### src/rtl/seg7_mux_driver.sv
// seg7_mux_driver: time-multiplexed 7-segment driver for DIGITS BCD digits.
// A prescaler holds each digit enabled for PRESCALE cycles. The shadow register
// is copied to the display register only at a frame boundary, so a frame is
// never torn. seg, dp and an are registered, so they trail the index by one clock.
// Optional feature macro: SEG7_LZB_EN (leading-zero blanking).
//
// Scan sequencing (no enum FSM; the digit index is the state):
//   idx        | meaning
//   0..DIGITS-1| digit currently being scanned
//   wrap       | prescaler at PRESCALE-1; the index advances on this edge
//   boundary   | wrap with idx==DIGITS-1; display <= shadow, frame_tick next cycle
module seg7_mux_driver #(
    parameter int DIGITS   = 4,
    parameter int PRESCALE = 1000
) (
    input  logic                  clk,
    input  logic                  rst_n,
    input  logic                  load,
    input  logic [4*DIGITS-1:0]   bcd_in,
    input  logic [DIGITS-1:0]     dp_in,
    output logic [6:0]            seg,
    output logic                  dp,
    output logic [DIGITS-1:0]     an,
    output logic                  frame_tick
);

    localparam int IDX_W = (DIGITS > 1) ? $clog2(DIGITS) : 1;
    localparam int PS_W  = (PRESCALE > 1) ? $clog2(PRESCALE) : 1;
    localparam logic [IDX_W-1:0] LAST_IDX = IDX_W'(DIGITS - 1);
    localparam logic [PS_W-1:0]  LAST_PS  = PS_W'(PRESCALE - 1);

    logic [PS_W-1:0]      presc;
    logic [IDX_W-1:0]     idx;
    logic [4*DIGITS-1:0]  shadow_bcd;
    logic [DIGITS-1:0]    shadow_dp;
    logic [4*DIGITS-1:0]  disp_bcd;
    logic [DIGITS-1:0]    disp_dp;

    logic                 wrap;
    logic                 boundary;
    logic [3:0]           cur_bcd;
    logic                 cur_dp;
    logic                 blank;
    logic [6:0]           seg_next;

    function automatic logic [6:0] decode(input logic [3:0] v);
        logic [6:0] s;
        case (v)
            4'd0:    s = 7'b1111110;
            4'd1:    s = 7'b0110000;
            4'd2:    s = 7'b1101101;
            4'd3:    s = 7'b1111001;
            4'd4:    s = 7'b0110011;
            4'd5:    s = 7'b1011011;
            4'd6:    s = 7'b1011111;
            4'd7:    s = 7'b1110000;
            4'd8:    s = 7'b1111111;
            4'd9:    s = 7'b1111011;
            default: s = 7'b0000001;
        endcase
        return s;
    endfunction

    assign wrap     = (presc == LAST_PS);
    assign boundary = wrap && (idx == LAST_IDX);

    // Prescaler and digit index: index steps once per prescaler wrap.
    always_ff @(posedge clk or negedge rst_n) begin
        if (!rst_n) begin
            presc <= '0;
            idx   <= '0;
        end else if (wrap) begin
            presc <= '0;
            idx   <= (idx == LAST_IDX) ? '0 : idx + 1'b1;
        end else begin
            presc <= presc + 1'b1;
        end
    end

    // Shadow capture on load; display refresh only at a frame boundary,
    // where a same-edge load bypasses the shadow.
    always_ff @(posedge clk or negedge rst_n) begin
        if (!rst_n) begin
            shadow_bcd <= '0;
            shadow_dp  <= '0;
            disp_bcd   <= '0;
            disp_dp    <= '0;
        end else begin
            if (load) begin
                shadow_bcd <= bcd_in;
                shadow_dp  <= dp_in;
            end
            if (boundary) begin
                disp_bcd <= load ? bcd_in : shadow_bcd;
                disp_dp  <= load ? dp_in  : shadow_dp;
            end
        end
    end

    // Select the digit addressed by the current index.
    always_comb begin
        cur_bcd = 4'd0;
        cur_dp  = 1'b0;
        for (int i = 0; i < DIGITS; i++) begin
            if (idx == IDX_W'(i)) begin
                cur_bcd = disp_bcd[4*i +: 4];
                cur_dp  = disp_dp[i];
            end
        end
    end

`ifdef SEG7_LZB_EN
    logic [DIGITS-1:0] zero_run;

    // zero_run[i]: digit i and every higher digit hold code 0.
    always_comb begin
        logic z;
        zero_run = '0;
        for (int i = 0; i < DIGITS; i++) begin
            z = 1'b1;
            for (int j = i; j < DIGITS; j++) begin
                if (disp_bcd[4*j +: 4] != 4'd0) z = 1'b0;
            end
            zero_run[i] = z;
        end
    end

    // Digit 0 always shows, so a value of zero still reads "0".
    always_comb begin
        blank = 1'b0;
        for (int i = 1; i < DIGITS; i++) begin
            if (idx == IDX_W'(i)) blank = zero_run[i];
        end
    end
`else
    // No blanking: every digit decodes normally.
    always_comb begin
        blank = 1'b0;
    end
`endif

    // Segment pattern for the current digit.
    always_comb begin
        seg_next = blank ? 7'b0000000 : decode(cur_bcd);
    end

    // Registered outputs and the frame pulse.
    always_ff @(posedge clk or negedge rst_n) begin
        if (!rst_n) begin
            seg        <= '0;
            dp         <= 1'b0;
            an         <= '0;
            frame_tick <= 1'b0;
        end else begin
            seg        <= seg_next;
            dp         <= cur_dp;
            an         <= DIGITS'(1) << idx;
            frame_tick <= boundary;
        end
    end

endmodule

### config.mk
export PLATFORM = sky130hd
export DESIGN_NAME = seg7_mux_driver
export DESIGN_NICKNAME = d
export VERILOG_FILES = /design/src/rtl/seg7_mux_driver.sv
export SDC_FILE = /design/constraint.sdc
export NUM_CORES = 1
export LEC_CHECK = 0
export CELL_PAD_IN_SITES_DETAIL_PLACEMENT = 1
export CELL_PAD_IN_SITES_GLOBAL_PLACEMENT = 1
export CORE_ASPECT_RATIO = 1.25
export CORE_UTILIZATION = 45
export CTS_CLUSTER_SIZE = 40
export DETAILED_ROUTE_END_ITERATION = 10
export GPL_TIMING_DRIVEN = 0
export MAX_ROUTING_LAYER = met4
export PLACE_DENSITY = 0.89
export REMOVE_ABC_BUFFERS = 1
export SLEW_MARGIN = 25
export SYNTH_ARGS = -nofsm -noshare
export SYNTH_HDL_FRONTEND = slang
export SYNTH_SLANG_ARGS = --single-unit
### constraint.sdc
create_clock -name clk -period 2.5 [get_ports clk]
set_input_delay 0.5 -clock clk [delete_from_list [all_inputs] [get_ports clk]]
set_output_delay 0.5 -clock clk [all_outputs]
set_load 0.1 [all_outputs]
==> flow_metrics.tcl, run 1 <==
set metrics [dict create \
    status "completed" \
    die_height_microns 91.3 \
    fmax_mhz 434 \
    synth_area_sq_um 2870 \
    final_cell_count_no_fill 341 \
    grt_pass1_wl_mm 10.1 \
    slew_headroom_pct 34.7 \
    synth_compound_area_share_pct 8.42 \
    routedWlPerCell_microns 17.4 \
    io_pins 36 \
    grt_start_max_net_pins 41 \
    critPathRequiredTime_ps 2000 \
    ctsHoldBuffers 0 \
    async_reset_ff_share_pct 100 \
    cp_top_family "buffers and inverters" \
    initial_core_util_pct 46.5 \
    power.total_uw 2250 \
    die_area_sq_um 6700 \
    synth-main-ff-cell "dfrtp_1" \
    drive_above_1_share_pct 25.8 \
    finalHoldViolCount 0 \
    crit_arrival_ps 1800 \
    root_buffer "clkbuf_8" \
    cp_max_fo 1 \
    cts_tree "built" \
    synthCells 211 \
    period_share_pct 92.1 \
    vias_per_cell 5.18 \
    grt_pass1_vias 2034 \
    critPathBufInv 1 \
    htreeDepth 3 \
    rsz0062_at_grt "no" \
    core_sq_um 6170 \
    die_w_microns 73.4 \
    hp-class "input port to async pin" \
    synth_edf_count 0 \
    track_usage_pct 21.3 \
    antenna_left 0 \
    max-cap-violations 0 \
    dpl_cell_area_sq_um 3290 \
    p_sw_share_pct 19.7 \
    synth_top_family_by_area "multiplexers" \
    syn_area_per_cell_sq_um 13.6 \
    ys_seq_area_share_pct 56.7 \
    whs_ps 62.5 \
    gp_congestion 0.768 \
    clock_path_buffers 2 \
    path_class "flop to output port" \
    irDropWorstVdd_mv 0.393 \
    yosys.area_share.simple_pct 8.07 \
    final_cell_mix "dfrtp_1 (65), clkdlybuf4s50_1 (34), mux2_2 (32), nor2_1 (11), ha_1 (10)" \
    powerDensity_nw_per_um2 638 \
    n_antenna_cell 0 \
    fin_worst_skew_ps 8.64 \
    p_seq_share_pct 48.5 \
    fin_util_pct 57.3 \
    cts_num_sinks 65 \
    drt_iter0_markers 101 \
    p_switching_uw 444 \
    p_clk_share_pct 46.6 \
    leakage_uw 0.00158 \
    fin_crit_ps 2300 \
    routed_wl_mm 5.92 \
    synth_adder_area_share_pct 4.80 \
    path_clk_slew_ps 70 \
    synth_warnings 0 \
    synth_cell_type_count 46 \
    port_buffers 35 \
    max_stage_delay_ps 1130 \
    antenna_found_initial 0 \
    pwr-share-comb_pct 5.0 \
    synth-seq-cells 65 \
    timing.rr.start "presc[0]" \
    startpoint_type "flop" \
    synth.area.mux_share_pct 16.5 \
    cts_buffers 9 \
    area.growth.synth_to_final_pct 23.1 \
    startpoint "frame_tick" \
    hpwl_mm 4.10 \
    cp_slowest_cell "clkdlybuf4s50_1" \
    slew_viol_final 0 \
    setup_violations 0 \
    cp_cell_sequence "clkdlybuf4s50_1" \
    tightest_slew_ps 976 \
    final_nets 285 \
    synth_xor_area_share_pct 2.14 \
    final_common_cell "dfrtp_1" \
    grt_overflow 0 \
    finalInstanceArea_sq_um 3530 \
    firstDrtPassIters 4 \
    dp.cells 325 \
    internal_power_uw 1810 \
    num_vias 1766 \
    cts_setup_buffers 0 \
    endpoint_kind "output port" \
    worstSkewPairLatency_ps 330 \
    drc_errors 0 \
    placementRows 32 \
]
what timing repair did:
item                                    in CTS  in global routing
endpoints found under the setup margin       0                  6
gates resized for setup                      0                  3
endpoints found under the hold margin        0                  0
state kept, by name, summed over array words and instances, names as in the netlist:
name        flops
an              4
disp_bcd       16
disp_dp         4
dp              1
frame_tick      1
idx             2
presc          10
seg             7
shadow_bcd     16
shadow_dp       4
synth_stat cells, types with 3 or more instances:
| master | number | share of area (%) |
|---|---|---|
| a21oi_1 | 3 | 0.52 |
| mux2_2 | 32 | 13 |
| buf_2 | 3 | 0.52 |
| o22ai_1 | 3 | 0.65 |
| dfrtp_1 | 65 | 57 |
| nand2_1 | 9 | 1.2 |
| buf_6 | 3 | 1.2 |
| nand3_1 | 6 | 1.0 |
| o21ai_0 | 5 | 0.87 |
| inv_1 | 9 | 1.2 |
| xnor2_1 | 3 | 0.92 |
| nor2_1 | 11 | 1.4 |
| ha_1 | 11 | 4.8 |
| mux2_1 | 7 | 2.7 |
| xor2_1 | 4 | 1.2 |
| nor2b_1 | 3 | 0.65 |
path summary, 6_finish.rpt:
path	endpoint	slack, ps	depth (start not counted)
max reg2reg	disp_dp[0]	200	5
min	frame_tick	60	1
min in group clk	presc[0]	470	1
max	frame_tick	200	1
min reg2reg	presc[0]	470	1
max in group asynchronous	seg[5]	1910	2
through the flow:
step	setup slack, ps	TNS (ps)
after floorplan	499	0
after global placement	-1080	-70000
after detailed placement	-16.5	-35.8
after CTS	15.8	0
after global routing	5.12	0
final	197	0
metal layers:
layer	vias to the layer above	track usage [%]	share of wire, %
met4	0	10.3	2.2
met3	11	3.22	2.4
li1	815	-	-
met1	906	22.6	38
met5	-	-	0
met2	34	37.8	57
power groups by stage:
| stage | clock network, uW | logic [uW] | registers [uW] |
|---|---|---|---|
| 6_report | 1050 | 112 | 1090 |
| 5_1_grt | 1110 | 126 | 1100 |
| 4_1_cts | 1070 | 116 | 1090 |
| 3_5_place_dp | 0 | 115 | 1110 |
| 3_3_place_gp | 0 | 106 | 1110 |
| 2_1_floorplan | 0 | 39.6 | 1110 |
cell families (layout without fill, tap and decap cells):
logic type / after synthesis / in the layout
buffers and inverters: 17 / 62
XOR/XNOR: 7 / 7
AND/OR/NAND/NOR: 42 / 42
AO/OA/AOI/OAI: 27 / 27
multiplexers: 42 / 42
adder cells (fa/ha/maj): 11 / 11
flip-flops: 65 / 65
cell type report:
cell class,instances,area (sq um)
repair buffers,36,368
inverters,10,40.0
clock buffers,11,131
flip-flops and latches,65,1630
multi-input cells,129,1150
well taps,85,106
clock inverters,5,104
fillers,637,2640
Note: power is estimated with default switching activity, not from simulation.
==> run 2, diff against run 1 <==
- SLEW_MARGIN: 25 -> 15
- TNS_END_PERCENT: default -> 10
==> results of run 2 <==
Final layout, timing and power as in run 1 (identical DEF).
==> run 3, diff against run 2 <==
- PLACE_DENSITY: 0.89 -> 0.78
==> run 3 against run 2 <==
  * Clock-buffer cell count is the same
  * Cell count is the same
  * Worst hold slack worse by 54 ps
  * Sequential share of layout area decreased by 0.85 points
  * Sequential cell count is the same
  * Critical path type is now flop to flop
  * Combinational power about the same
  * Non-clock buffer count unchanged
  * Clock power grew 24%
  * Global-route usage fell by 1.7 points
  * Largest cell class unchanged
==> flow_metrics.tcl, run 3 (synthesis results as in run 1) <==
set metrics [dict create \
    ctsHoldBuffers 0 \
    routed_wl_mm 5.42 \
    grt_pass1_wl_mm 9.37 \
    pwr-share-comb_pct 4.4 \
    drt_iter0_markers 53 \
    routedWlPerCell_microns 15.9 \
    status "completed" \
    grt_start_max_net_pins 50 \
    finalHoldViolCount 0 \
    power.total_uw 2500 \
    drive_above_1_share_pct 26.6 \
    clock_path_buffers 2 \
    die_w_microns 73.4 \
    vias_per_cell 5.09 \
    grt_pass1_vias 1951 \
    nFillCells 644 \
    reg2reg_depth 9 \
    path_class "flop to flop" \
    cts_num_sinks 65 \
    internal_power_uw 2040 \
    setup_violations 0 \
    final_nets 285 \
    powerDensity_nw_per_um2 696 \
    period_share_pct 92.9 \
    final_common_cell "dfrtp_1" \
    hp-class "input port to async pin" \
    slew_viol_final 0 \
    fin_crit_ps 2320 \
    place_ws_ps -46.1 \
    endpoint_kind "flop" \
    p_sw_share_pct 18.5 \
    hpwl_mm 3.72 \
    antenna_found_initial 0 \
    critPathRequiredTime_ps 2720 \
    initial_core_util_pct 46.5 \
    cts_buffers 9 \
    final_cell_mix "dfrtp_1 (65), clkdlybuf4s50_1 (34), mux2_2 (32), nor2_1 (11), clkbuf_8 (10)" \
    drc_errors 0 \
    path_clk_slew_ps 70 \
    grt_overflow 0 \
    cp_max_fo 6 \
    crit_arrival_ps 2550 \
    die_area_sq_um 6700 \
    htreeDepth 3 \
    worstSkewPairLatency_ps 350 \
    irDropWorstVdd_mv 0.349 \
    p_seq_share_pct 43.6 \
    area.growth.synth_to_final_pct 25.4 \
    max-cap-violations 0 \
    num_vias 1737 \
    die_height_microns 91.3 \
    fmax_mhz 431 \
    startpoint_type "flop" \
    core_sq_um 6170 \
    rsz0062_at_grt "no" \
    track_usage_pct 19.6 \
    gp_congestion 0.732 \
    n_antenna_cell 0 \
    p_switching_uw 464 \
    firstDrtPassIters 3 \
    slew_headroom_pct 34.7 \
    antenna_left 0 \
    port_buffers 35 \
    io_pins 36 \
    whs_ps 8.78 \
    setup_slack_ps 178 \
    p_clk_share_pct 52.0 \
    placementRows 32 \
    top_regs "disp_bcd x16, shadow_bcd x16, presc x10" \
    root_buffer "clkbuf_8" \
    ff2ff_setup_slack_ps 180 \
    cts_tree "built" \
    fin_worst_skew_ps 8.35 \
    leakage_uw 0.00161 \
    tightest_slew_ps 976 \
]
run 3: cell types whose count changed in the layout (fill, tap and decap cells not counted):
cell	delta
ha_1	-1
buf_16	+1
ha_2	+1
clkinv_2	-1
buf_12	-1
clkbuf_8	+1
clkinv_4	-1
bufinv_16	+2
clkbuf_1	-1
run 3: stage by stage:
stage / TNS [ps] / cells / utilization [%] / cell area [sq um]
5_1_grt: 0 / 341 / 58.3 / 3600
3_3_place_gp: -76540 / 324 / 53.0 / 3270
3_5_place_dp: -266 / 325 / 53.4 / 3290
6_report: 0 / 341 / 58.3 / 3600
4_1_cts: 0 / 341 / 58.2 / 3590
2_1_floorplan: 0 / 204 / - / 2810
run 3: path summary, 6_finish.rpt:
| kind | from | to |
|---|---|---|
| setup / recovery | idx[0] | seg[0] |
| setup reg to reg | idx[0] | seg[0] |
| max in group asynchronous | rst_n | disp_bcd[14] |
| min in group clk | presc[0] | presc[0] |
| hold / removal | rst_n | shadow_bcd[2] |
| hold reg to reg | presc[0] | presc[0] |
run 3: layout make-up:
cell class                      count  area (sq um)  area share [%]
Clock buffer                       11           141            3.93
Sequential cell                    65          1630            45.2
Timing Repair Buffer               36           375            10.4
Tap cell                           85           106            2.96
Clock inverter                      5           150            4.17
Multi-Input combinational cell    129          1160            32.2
Inverter                           10          40.0            1.11
run 3: repair_timing:
action	in CTS	in global routing
setup buffers	0	0
resized for setup	0	4
endpoints found under the setup margin	0	5
run 3: critical path, cell delays in order (launching register included):
cell	delay [ps]
dfrtp_1	410
inv_1	140
ha_2	240
nor2b_4	200
a22oi_1	100
a221o_2	460
inv_1	130
ha_1	200
inv_1	60
a211o_1	260
run 3: power groups by stage:
stage / logic (uW) / clock network [uW] / registers [uW]
after global routing: 125 / 1350 / 1090
after detailed placement: 115 / 0 / 1110
after CTS: 115 / 1320 / 1090
after global placement: 108 / 0 / 1110
after floorplan: 39.6 / 0 / 1110
final: 111 / 1300 / 1090
run 3: per-layer routing:
metal / wire, microns / up-vias / GRT usage [%]
met1: 2250 / 891 / 22.1
li1: - / 812 / -
met4: 136 / 0 / 10.6
met5: 0 / - / -
met2: 2930 / 23 / 32.5
met3: 114 / 11 / 3.66
